--- src/rtl/desen_pkg.sv ---
// Shared types and default constants for the desense word generator.
package desen_pkg;

  typedef enum logic [1:0] {
    ST_IDLE = 2'd0,
    ST_RUN  = 2'd1,
    ST_HOLD = 2'd2
  } state_e;

  typedef enum logic {
    MODE_SUM  = 1'b0,
    MODE_LFSR = 1'b1
  } mode_e;

  localparam logic [11:0] DEF_POLY    = 12'hE08;
  localparam logic [3:0]  DEF_MAP_KEY = 4'h5;

endpackage

--- src/rtl/desen_gen_if.sv ---
// Control inputs and valid/ready output stream of desen_gen; master = generator side.
interface desen_gen_if #(
  parameter int DW = 4,
  parameter int SW = 12
);

  logic          start;
  logic          stop;
  logic          mode;
  logic [SW-1:0] seed;
  logic [SW-1:0] prev;
  logic          out_ready;
  logic [DW-1:0] data_out;
  logic          out_valid;
  logic          running;
  logic [DW-1:0] count;
`ifdef DESEN_GEN_PARITY_EN
  logic          par_out;
`endif

  modport master (
`ifdef DESEN_GEN_PARITY_EN
    output par_out,
`endif
    input  start, stop, mode, seed, prev, out_ready,
    output data_out, out_valid, running, count
  );

  modport slave (
`ifdef DESEN_GEN_PARITY_EN
    input  par_out,
`endif
    output start, stop, mode, seed, prev, out_ready,
    input  data_out, out_valid, running, count
  );

endinterface

--- src/rtl/desen_map.sv ---
// Output mapper: bit-reverse the raw word then XOR with MAP_KEY. Purely combinational.
module desen_map #(
  parameter int            DW      = 4,
  parameter logic [DW-1:0] MAP_KEY = DW'(4'h5)
) (
  input  logic [DW-1:0] x_i,
  output logic [DW-1:0] y_o
);

  always_comb begin
    y_o = MAP_KEY;
    for (int i = 0; i < DW; i++) begin
      y_o[i] = x_i[DW-1-i] ^ MAP_KEY[i];
    end
  end

endmodule

--- src/rtl/desen_gen.sv ---
// Desense word generator (sum or Galois-LFSR) behind valid/ready; DESEN_GEN_PARITY_EN adds par_out.
// First word one cycle after an accepted start; HOLD freezes data_out while out_ready is low.
module desen_gen
  import desen_pkg::*;
#(
  parameter int            DW      = 4,
  parameter int            SW      = 12,
  parameter logic [SW-1:0] POLY    = SW'(DEF_POLY),
  parameter logic [DW-1:0] MAP_KEY = DW'(DEF_MAP_KEY)
) (
  input  logic        clk,
  input  logic        rst,
  desen_gen_if.master bus
);

  state_e        state_q, state_d;
  mode_e         mode_q, mode_d, mode_sel;
  logic [DW-1:0] count_q, count_d, count_inc, cnt_sel;
  logic [SW-1:0] lfsr_q, lfsr_d, lfsr_step, lfsr_sel, seed_load, sum_full;
  logic [DW-1:0] data_q, data_d, raw_word, map_word;
  logic          accept, load_data, gen_start, unused_sum;

  assign accept    = (state_q != ST_IDLE) && bus.out_ready;
  assign count_inc = count_q + DW'(1);
  assign seed_load = (bus.seed == '0) ? SW'(1) : bus.seed;

  // The all-zero LFSR state is a lock-up; it is never allowed to persist.
  always_comb begin
    lfsr_step = (lfsr_q >> 1) ^ (lfsr_q[0] ? POLY : '0);
    if (lfsr_step == '0) begin
      lfsr_step = SW'(1);
    end
  end

  always_comb begin
    state_d   = state_q;
    mode_d    = mode_q;
    count_d   = count_q;
    lfsr_d    = lfsr_q;
    load_data = 1'b0;
    gen_start = 1'b0;
    case (state_q)
      ST_IDLE: begin
        if (bus.start && !bus.stop) begin
          state_d   = ST_RUN;
          mode_d    = mode_e'(bus.mode);
          count_d   = '0;
          lfsr_d    = seed_load;
          load_data = 1'b1;
          gen_start = 1'b1;
        end
      end
      ST_RUN, ST_HOLD: begin
        if (accept) begin
          count_d = count_inc;
          if (mode_q == MODE_LFSR) begin
            lfsr_d = lfsr_step;
          end
        end
        // A word taken in the stop cycle still counts, but data_out keeps the last offered word.
        if (bus.stop) begin
          state_d = ST_IDLE;
        end else if (accept) begin
          state_d   = ST_RUN;
          load_data = 1'b1;
        end else begin
          state_d = ST_HOLD;
        end
      end
      default: state_d = ST_IDLE;
    endcase
  end

  always_comb begin
    mode_sel   = gen_start ? mode_e'(bus.mode) : mode_q;
    cnt_sel    = gen_start ? '0 : count_inc;
    lfsr_sel   = gen_start ? seed_load : lfsr_step;
    sum_full   = bus.seed + bus.prev + SW'(cnt_sel);
    unused_sum = ^sum_full;
    raw_word   = (mode_sel == MODE_LFSR) ? lfsr_sel[DW-1:0] : sum_full[DW-1:0];
    data_d     = load_data ? map_word : data_q;
  end

  desen_map #(
    .DW      (DW),
    .MAP_KEY (MAP_KEY)
  ) u_map (
    .x_i (raw_word),
    .y_o (map_word)
  );

  always_ff @(posedge clk or posedge rst) begin
    if (rst) begin
      state_q <= ST_IDLE;
      mode_q  <= MODE_SUM;
      count_q <= '0;
      lfsr_q  <= SW'(1);
      data_q  <= '0;
    end else begin
      state_q <= state_d;
      mode_q  <= mode_d;
      count_q <= count_d;
      lfsr_q  <= lfsr_d;
      data_q  <= data_d;
    end
  end

`ifdef DESEN_GEN_PARITY_EN
  logic par_q;

  always_ff @(posedge clk or posedge rst) begin
    if (rst) begin
      par_q <= 1'b0;
    end else if (load_data) begin
      par_q <= ^map_word;
    end
  end

  assign bus.par_out = par_q;
`endif

  assign bus.data_out  = data_q;
  assign bus.count     = count_q;
  assign bus.out_valid = (state_q != ST_IDLE);
  assign bus.running   = (state_q != ST_IDLE);

endmodule

--- src/flat_wrapper.sv ---
// flat-port wrapper written by rule: the top's interface ports become plain ports
module desen_gen_flat import desen_pkg::*;
#(
  parameter int            DW      = 4,
  parameter int            SW      = 12,
  parameter logic [SW-1:0] POLY    = SW'(DEF_POLY),
  parameter logic [DW-1:0] MAP_KEY = DW'(DEF_MAP_KEY)
)
  (clk, rst, bus_start, bus_stop, bus_mode, bus_seed, bus_prev, bus_out_ready, bus_data_out, bus_out_valid, bus_running, bus_count);
  desen_gen_if #(.DW(DW), .SW(SW)) bus_i ();
  input  logic clk;
  input  logic rst;
  input wire logic [$bits(bus_i.start)-1:0] bus_start;
  input wire logic [$bits(bus_i.stop)-1:0] bus_stop;
  input wire logic [$bits(bus_i.mode)-1:0] bus_mode;
  input wire logic [$bits(bus_i.seed)-1:0] bus_seed;
  input wire logic [$bits(bus_i.prev)-1:0] bus_prev;
  input wire logic [$bits(bus_i.out_ready)-1:0] bus_out_ready;
  output wire logic [$bits(bus_i.data_out)-1:0] bus_data_out;
  output wire logic [$bits(bus_i.out_valid)-1:0] bus_out_valid;
  output wire logic [$bits(bus_i.running)-1:0] bus_running;
  output wire logic [$bits(bus_i.count)-1:0] bus_count;
  assign bus_i.start = bus_start;
  assign bus_i.stop = bus_stop;
  assign bus_i.mode = bus_mode;
  assign bus_i.seed = bus_seed;
  assign bus_i.prev = bus_prev;
  assign bus_i.out_ready = bus_out_ready;
  assign bus_data_out = bus_i.data_out;
  assign bus_out_valid = bus_i.out_valid;
  assign bus_running = bus_i.running;
  assign bus_count = bus_i.count;
  desen_gen #(.DW(DW), .SW(SW), .POLY(POLY), .MAP_KEY(MAP_KEY)) u_core (.clk(clk), .rst(rst), .bus(bus_i));
endmodule
--- config.mk ---
export PLATFORM = sky130hd
export DESIGN_NAME = desen_gen_flat
export DESIGN_NICKNAME = d
export VERILOG_FILES = /design/src/rtl/desen_pkg.sv /design/src/rtl/desen_gen_if.sv /design/src/rtl/desen_map.sv /design/src/rtl/desen_gen.sv /design/src/flat_wrapper.sv
export SDC_FILE = /design/constraint.sdc
export NUM_CORES = 1
export LEC_CHECK = 0
export ABC_AREA = 1
export BUFFER_PORTS_ARGS = -buffer_cell sky130_fd_sc_hd__buf_2
export CORE_MARGIN = 8
export CORE_UTILIZATION = 50
export CTS_CLUSTER_DIAMETER = 120
export DETAILED_ROUTE_END_ITERATION = 8
export HOLD_SLACK_MARGIN = 0.06
export PLACE_DENSITY_LB_ADDON = 0.08
export SLEW_MARGIN = 5
export SYNTH_ARGS = -nofsm -noshare
export SYNTH_HDL_FRONTEND = slang
export SYNTH_SLANG_ARGS = --single-unit
export TNS_END_PERCENT = 1
--- constraint.sdc ---
create_clock -name clk -period 3.8 [get_ports clk]
set_clock_uncertainty 0.15 [all_clocks]
set_input_delay 0.76 -clock clk [delete_from_list [all_inputs] [get_ports clk]]
set_output_delay 0.76 -clock clk [all_outputs]
set_load 0.01 [all_outputs]
Yosys cells after proc, flatten, opt, wreduce, memory -nomap -nowiden
Cells that the tools add are included.
Cells by class
  bitwise logic cells: 3
  div/mod/pow operators: 0
  reductions and logical operators: 12
  equality and inequality tests: 5
  shift operators: 0
  magnitude comparators: 0
  multiply operators: 0
  multiplexer cells: 23
  add/subtract/negate cells: 3
Operators by type and width (number)
  12-bit two-way mux: 6
  12-bit logical NOT: 2
  12-bit one-hot mux with 2 select lines: 1
  4-bit two-way mux: 5
  11-bit by 12-bit XOR with 12-bit output: 1
  4-bit adder: 2
  4-bit one-hot mux with 2 select lines: 1
  2-bit two-way mux: 3
  2-bit by 1-bit inequality test with 1-bit output, second input constant: 3
  1-bit two-way mux: 5
  4-bit by 1-bit adder with 4-bit output, second input constant: 1
  2-bit one-hot mux with 2 select lines: 1
  4-bit AND reduction: 1
  2-bit nonzero test: 2
  3-bit AND reduction: 1
  2-bit by 1-bit equality test with 1-bit output, second input constant: 1
  2-bit equality test, second input constant: 1
  1-bit logical AND: 2
  2-bit logical NOT: 1
  1-bit NOT: 2
  1-bit one-hot mux with 2 select lines: 1
  2-bit AND reduction: 1
  2-bit OR reduction: 1
  1-bit logical NOT: 1
Storage, ports and cells
  memories: 0
  logic and storage cells: 51
  latch bits: 0
  bits in writable memories: 0
  output and inout bits: 10
  bits in read-only memories: 0
  bits in registers: 23

Logic depth before layout (Yosys ltp)
  depth after elaboration: 8
  mapped depth: 17

Hierarchy
A second synthesis with hierarchy kept.
Unflattened totals
  cells, all modules: 212
  area, all modules: 1630.3 um^2
Modules (own cells, without submodules)
  desen_gen: area an instance 1607.8 um^2, sequential area each 576.8 um^2, cells an instance 208, times used 1
  desen_map: area an instance 22.5 um^2, sequential area each 0.0 um^2, cells an instance 4, times used 1

Worst setup path before layout
Ideal clock, no wire load.
  path kind: input-to-reg
  from: input port bus_stop
  to: register u_core.data_q[0], in the netlist u_core.bus.data_out[0]
  required time: 3.533 ns
  buffers on the path: 0
  setup time: 0.117 ns
  arrival: 2.873 ns
  stages on the path: 14
  slack: 0.660 ns
  path through: inv_1 > nand3_2 > inv_1 > or2_2 > fa_1 > inv_1 > fa_1 > xor2_1 > nand2_1 > nand3_1 > nand3_2 > nand2_1 > nand2_1 > nand2_1
Between the ends
  word-level cells in the longest chain between the ends: 8
  elaborated cells between the ends (all ways): 12
RTL lines
  start, declared: line flat_wrapper.sv:14  | input wire logic [$bits(bus_i.stop)-1:0] bus_stop;
  1-bit logical NOT: line desen_gen.sv:44  | if (bus.start && !bus.stop) begin
  1-bit logical AND: line desen_gen.sv:44
  1-bit two-way mux: line desen_gen.sv:44
  1-bit two-way mux: line desen_gen.sv:42  | case (state_q)
  4-bit two-way mux: line desen_gen.sv:76  | cnt_sel = gen_start ? '0 : count_inc;
  4-bit adder: line desen_gen.sv:78  | sum_full = bus.seed + bus.prev + SW'(cnt_sel);
  4-bit two-way mux: line desen_gen.sv:80  | raw_word = (mode_sel == MODE_LFSR) ? lfsr_sel[DW-1:0] : sum_full[DW-1:0];
  1-bit NOT (no line)
  end signal, assigned: line desen_gen.sv:104  | data_q <= data_d;
  end, declared: line desen_gen.sv:20  | logic [DW-1:0] data_q, data_d, raw_word, map_word;
Several ways; a longest one is shown, not always the timed one.
A chain may end at the register's enable or synchronous reset.

Worst setup path after layout
  from: register u_core.state_q[0]
  to: register u_core.data_q[0], in the netlist u_core.bus.data_out[0]
Between the ends
  word-level cells in the longest chain between the ends: 6
  elaborated cells between the ends (all ways): 16
RTL lines
  start, declared: line desen_gen.sv:16  | state_e state_q, state_d;
  start signal, assigned: line desen_gen.sv:100  | state_q <= state_d;
  2-bit logical NOT: line desen_gen.sv:42
  1-bit two-way mux: line desen_gen.sv:42
  4-bit two-way mux: line desen_gen.sv:76
  4-bit adder: line desen_gen.sv:78
  4-bit two-way mux: line desen_gen.sv:80
  1-bit NOT (no line)
Several ways; a longest one is shown, not always the timed one.

==> results.py <==
metrics = {
    "worst_hold_path": {
        "hold_start": "u_core.bus.data_out[2]$_DFFE_PP0P_",
        "hold_depth": 2,
        "worstHoldEndpoint": "u_core.bus.data_out[2]$_DFFE_PP0P_",
        "hold_class": "register to register",
    },
    "logic_synthesis": {
        "synth_flop_cell": "dfrtp_1",
        "netlist_area_mm2": 0.00165,
        "synth_top_area_cell": "dfrtp_1",
        "async_flop_share_pct": 100,
        "synthesis.yosys.warnings": 0,
        "ys_seq_area_share_pct": 35.0,
        "ys_types": 33,
        "postSynthAreaPerCell_um2": 8.03,
        "syn_inst": 205,
        "syn-num-nets": 244,
        "synth_edf_count": 0,
        "synthTopCellsByArea": "dfrtp_1, nand2_1, inv_1",
        "synth_seq_cells": 23,
        "netlist.area_leader.share_pct": 33.4,
    },
    "critical_path": {
        "critical_path.most_common_cell": "nand2_1",
        "cpMaxStageDelayCell": "fa_1",
        "cp.depth": 17,
        "ff2ff_setup_slack_ps": 780,
        "cp_cell_sequence": "inv_1 -> ha_1 -> nand3_2 -> buf_4 -> nand2_1 -> fa_1 -> inv_1 -> ha_1 -> fa_1 -> xnor2_1 -> nand2_1 -> nand2_1 -> nand2_1 -> nand3_2 -> nand2_1 -> nand2_1 -> nand2_1",
        "path_delay_family": "adder cells",
        "rr_worst_depth": 17,
        "crit_type": "register to register",
        "cp_max_fo": 8,
        "cp.required_ps": 3890,
        "cp_num_buf_inv": 3,
        "r2r-end": "u_core.bus.data_out[0]$_DFFE_PP0P_",
        "cp-start-kind": "register",
        "critPathArrivalTime_ps": 3110,
        "slowest_delay_ps": 480,
        "cp-end-kind": "register",
        "r2r-start": "u_core.state_q[0]$_DFFE_PP0N_",
    },
    "timing": {
        "fmax_mhz": 331,
        "rsz0062_at_grt": "false",
        "period_needed_ps": 3020,
        "period_share_pct": 79.5,
        "setup_violations": 0,
        "relSlewSlack_pct": 38.9,
        "hold_viol_final": 0,
        "fin_ws_ps": 778,
        "maxSlewViolCount": 0,
        "fin_setup_tns_ps": 0,
        "worst_pin_slew_ps": 915,
    },
    "cts": {
        "cts_buffer_depth": 2,
        "cts-buffers-inserted": 3,
        "post_cts_resized": 0,
        "clkLatencyLatePin_ps": 330,
        "path_clk_slew_ps": 140,
        "cts_sinks": 23,
        "cts_tree": "built",
        "postCtsSetupBuffers": 0,
        "htree_levels": 1,
        "root_buffer": "clkbuf_4",
        "ctsHoldBuffers": 0,
    },
    "global_routing": {
        "grtUsageTotal_pct": 14.5,
        "grt_pass1_vias": 1417,
        "grt_first_pass_wirelength_um": 6190,
        "grt-ovfl-total": 0,
        "antenna_found_initial": 0,
        "grt_max_degree": 24,
    },
    "place": {
        "portBuffers": 31,
        "place_ws_ps": 525,
        "place.gp.congestion": 0.841,
        "dp_hpwl_um": 2810,
    },
    "drt": {
        "m1WireLength_um": 1640,
        "routed_wirelength_um": 3590,
        "top_layer": "met4",
        "drcViolationCount": 0,
        "wl_per_cell_um": 12.8,
        "dr_wl_met3_um": 197,
        "met2_wirelength_um": 1690,
        "final_antenna_net_count": 0,
        "dr.pass1.iters": 4,
        "vias": 1423,
        "drtIter0Drc": 78,
        "viasPerCell": 5.06,
    },
    "die": {
        "dieArea_mm2": 0.00539,
        "initial_core_util_pct": 50.5,
        "io_pins": 40,
        "die_w_um": 73.4,
        "rows": 21,
        "die_y_um": 73.4,
        "core_mm2": 0.00326,
    },
    "cells_and_area": {
        "fillers": 351,
        "n_antenna_cell": 0,
        "register_area_um2": 577,
        "nets": 275,
        "syn2layout_area_growth_pct": 11.6,
        "multi_input_area_um2": 892,
        "post-route-util_pct": 56.4,
        "drive_above_1_share_pct": 28.5,
    },
    "power_and_ir_drop": {
        "max-vdd-ir-drop_v": 0.000385,
        "power.leakage_nw": 0.940,
        "powerDensity_mw_per_mm2": 896,
    },
    "job": {
        "cap_violations": 0,
    },
    "outcome": {
        "status": "finished clean",
    },
}
==> worst min-delay path, cell delays in order (launching register included) <==
cell     delay [ps]
dfrtp_1         370
nand2_1          50
nand2_1          50
==> power breakdown <==
group / internal, mW / switching [mW] / total (mW)
Combinational: 0.393 / 0.689 / 1.08
Sequential: 0.368 / 0.0736 / 0.442
Clock: 0.0395 / 0.0838 / 0.123
==> stage by stage <==
stage / instances / hold slack, ps / cell area, um2 / power (mW)
2_1_floorplan: 205 / 325 / 1650 / 1.39
3_3_place_gp: 277 / 310 / 1810 / 1.50
3_5_place_dp: 277 / 312 / 1810 / 1.54
4_1_cts: 281 / 346 / 1840 / 1.66
5_1_grt: 281 / 382 / 1840 / 1.83
6_report: 281 / 338 / 1840 / 1.65
==> registers in the layout, summed over array words and instances, names as in the netlist <==
signal / count
u_core.mode_q: 1
u_core.bus.count: 4
u_core.bus.data_out: 4
u_core.state_q: 2
u_core.lfsr_q: 12
==> per-layer routing <==
metal | up-vias | track usage (%)
met3 | 5 | 2.05
met4 | 0 | 6.43
met5 | - | 0
met2 | 37 | 24.5
li1 | 720 | -
met1 | 661 | 17.7
==> cells by family (layout without fill, tap and decap cells) <==
family | Yosys count | count (layout) | synth area share (%)
AND/OR/NAND/NOR | 93 | 93 | 25.2
buffers and inverters | 38 | 68 | 10.8
AO/OA/AOI/OAI | 36 | 36 | 17.2
flip-flops | 23 | 23 | 35.0
adder cells (fa/ha/maj) | 9 | 9 | 8.66
XOR/XNOR | 6 | 6 | 3.19
==> layout make-up <==
cell class                 count  share of cell area [%]
clock buffer                   3                    1.23
sequential                    23                    31.4
timing repair buffer          32                    8.85
clock inverter                 1                   0.272
multi-input combinational    144                    48.5
tap                           46                    3.13
inverter                      32                    6.60
==> worst max-delay path by stage <==
stage                                        startpoint                            endpoint
after CTS                 u_core.state_q[0]$_DFFE_PP0N_  u_core.bus.data_out[0]$_DFFE_PP0P_
after detailed placement                       bus_stop  u_core.bus.data_out[0]$_DFFE_PP0P_
final                     u_core.state_q[0]$_DFFE_PP0N_  u_core.bus.data_out[0]$_DFFE_PP0P_
after floorplan                                bus_stop  u_core.bus.data_out[0]$_DFFE_PP0P_
after global routing      u_core.state_q[0]$_DFFE_PP0N_  u_core.bus.data_out[0]$_DFFE_PP0P_
after global placement                         bus_stop  u_core.bus.data_out[0]$_DFFE_PP0P_
==> synthesized netlist by cell type, types with 2 or more instances <==
master / n
xnor2_1: 4
a21oi_1: 6
buf_4: 2
buf_2: 2
ha_1: 5
a31oi_2: 2
o211ai_2: 2
nand3_1: 13
o21ai_2: 6
nand2_2: 2
or2_2: 3
o21ai_0: 10
inv_1: 27
dfrtp_1: 22
inv_2: 4
nor2_1: 19
nand4_1: 3
a22oi_1: 4
a21oi_2: 2
nand2_1: 47
fa_1: 4
xor2_1: 2
nand3_2: 4
==> layout by cell type, fill, tap and decap left out, types with 2 or more instances in the layout <==
cell type  count
a21oi_1        6
a21oi_2        2
a22oi_1        4
a31oi_2        2
buf_2         31
clkbuf_4       3
clkinv_2       2
dfrtp_1       22
fa_1           4
ha_1           5
inv_1         27
inv_2          4
nand2_1       47
nand2_2        2
nand3_1       13
nand3_2        4
nand4_1        3
nor2_1        19
o211ai_2       2
o21ai_0       10
o21ai_2        6
or2_2          3
xnor2_1        4
xor2_1         2
No activity file was read; power rests on OpenSTA's default activity.
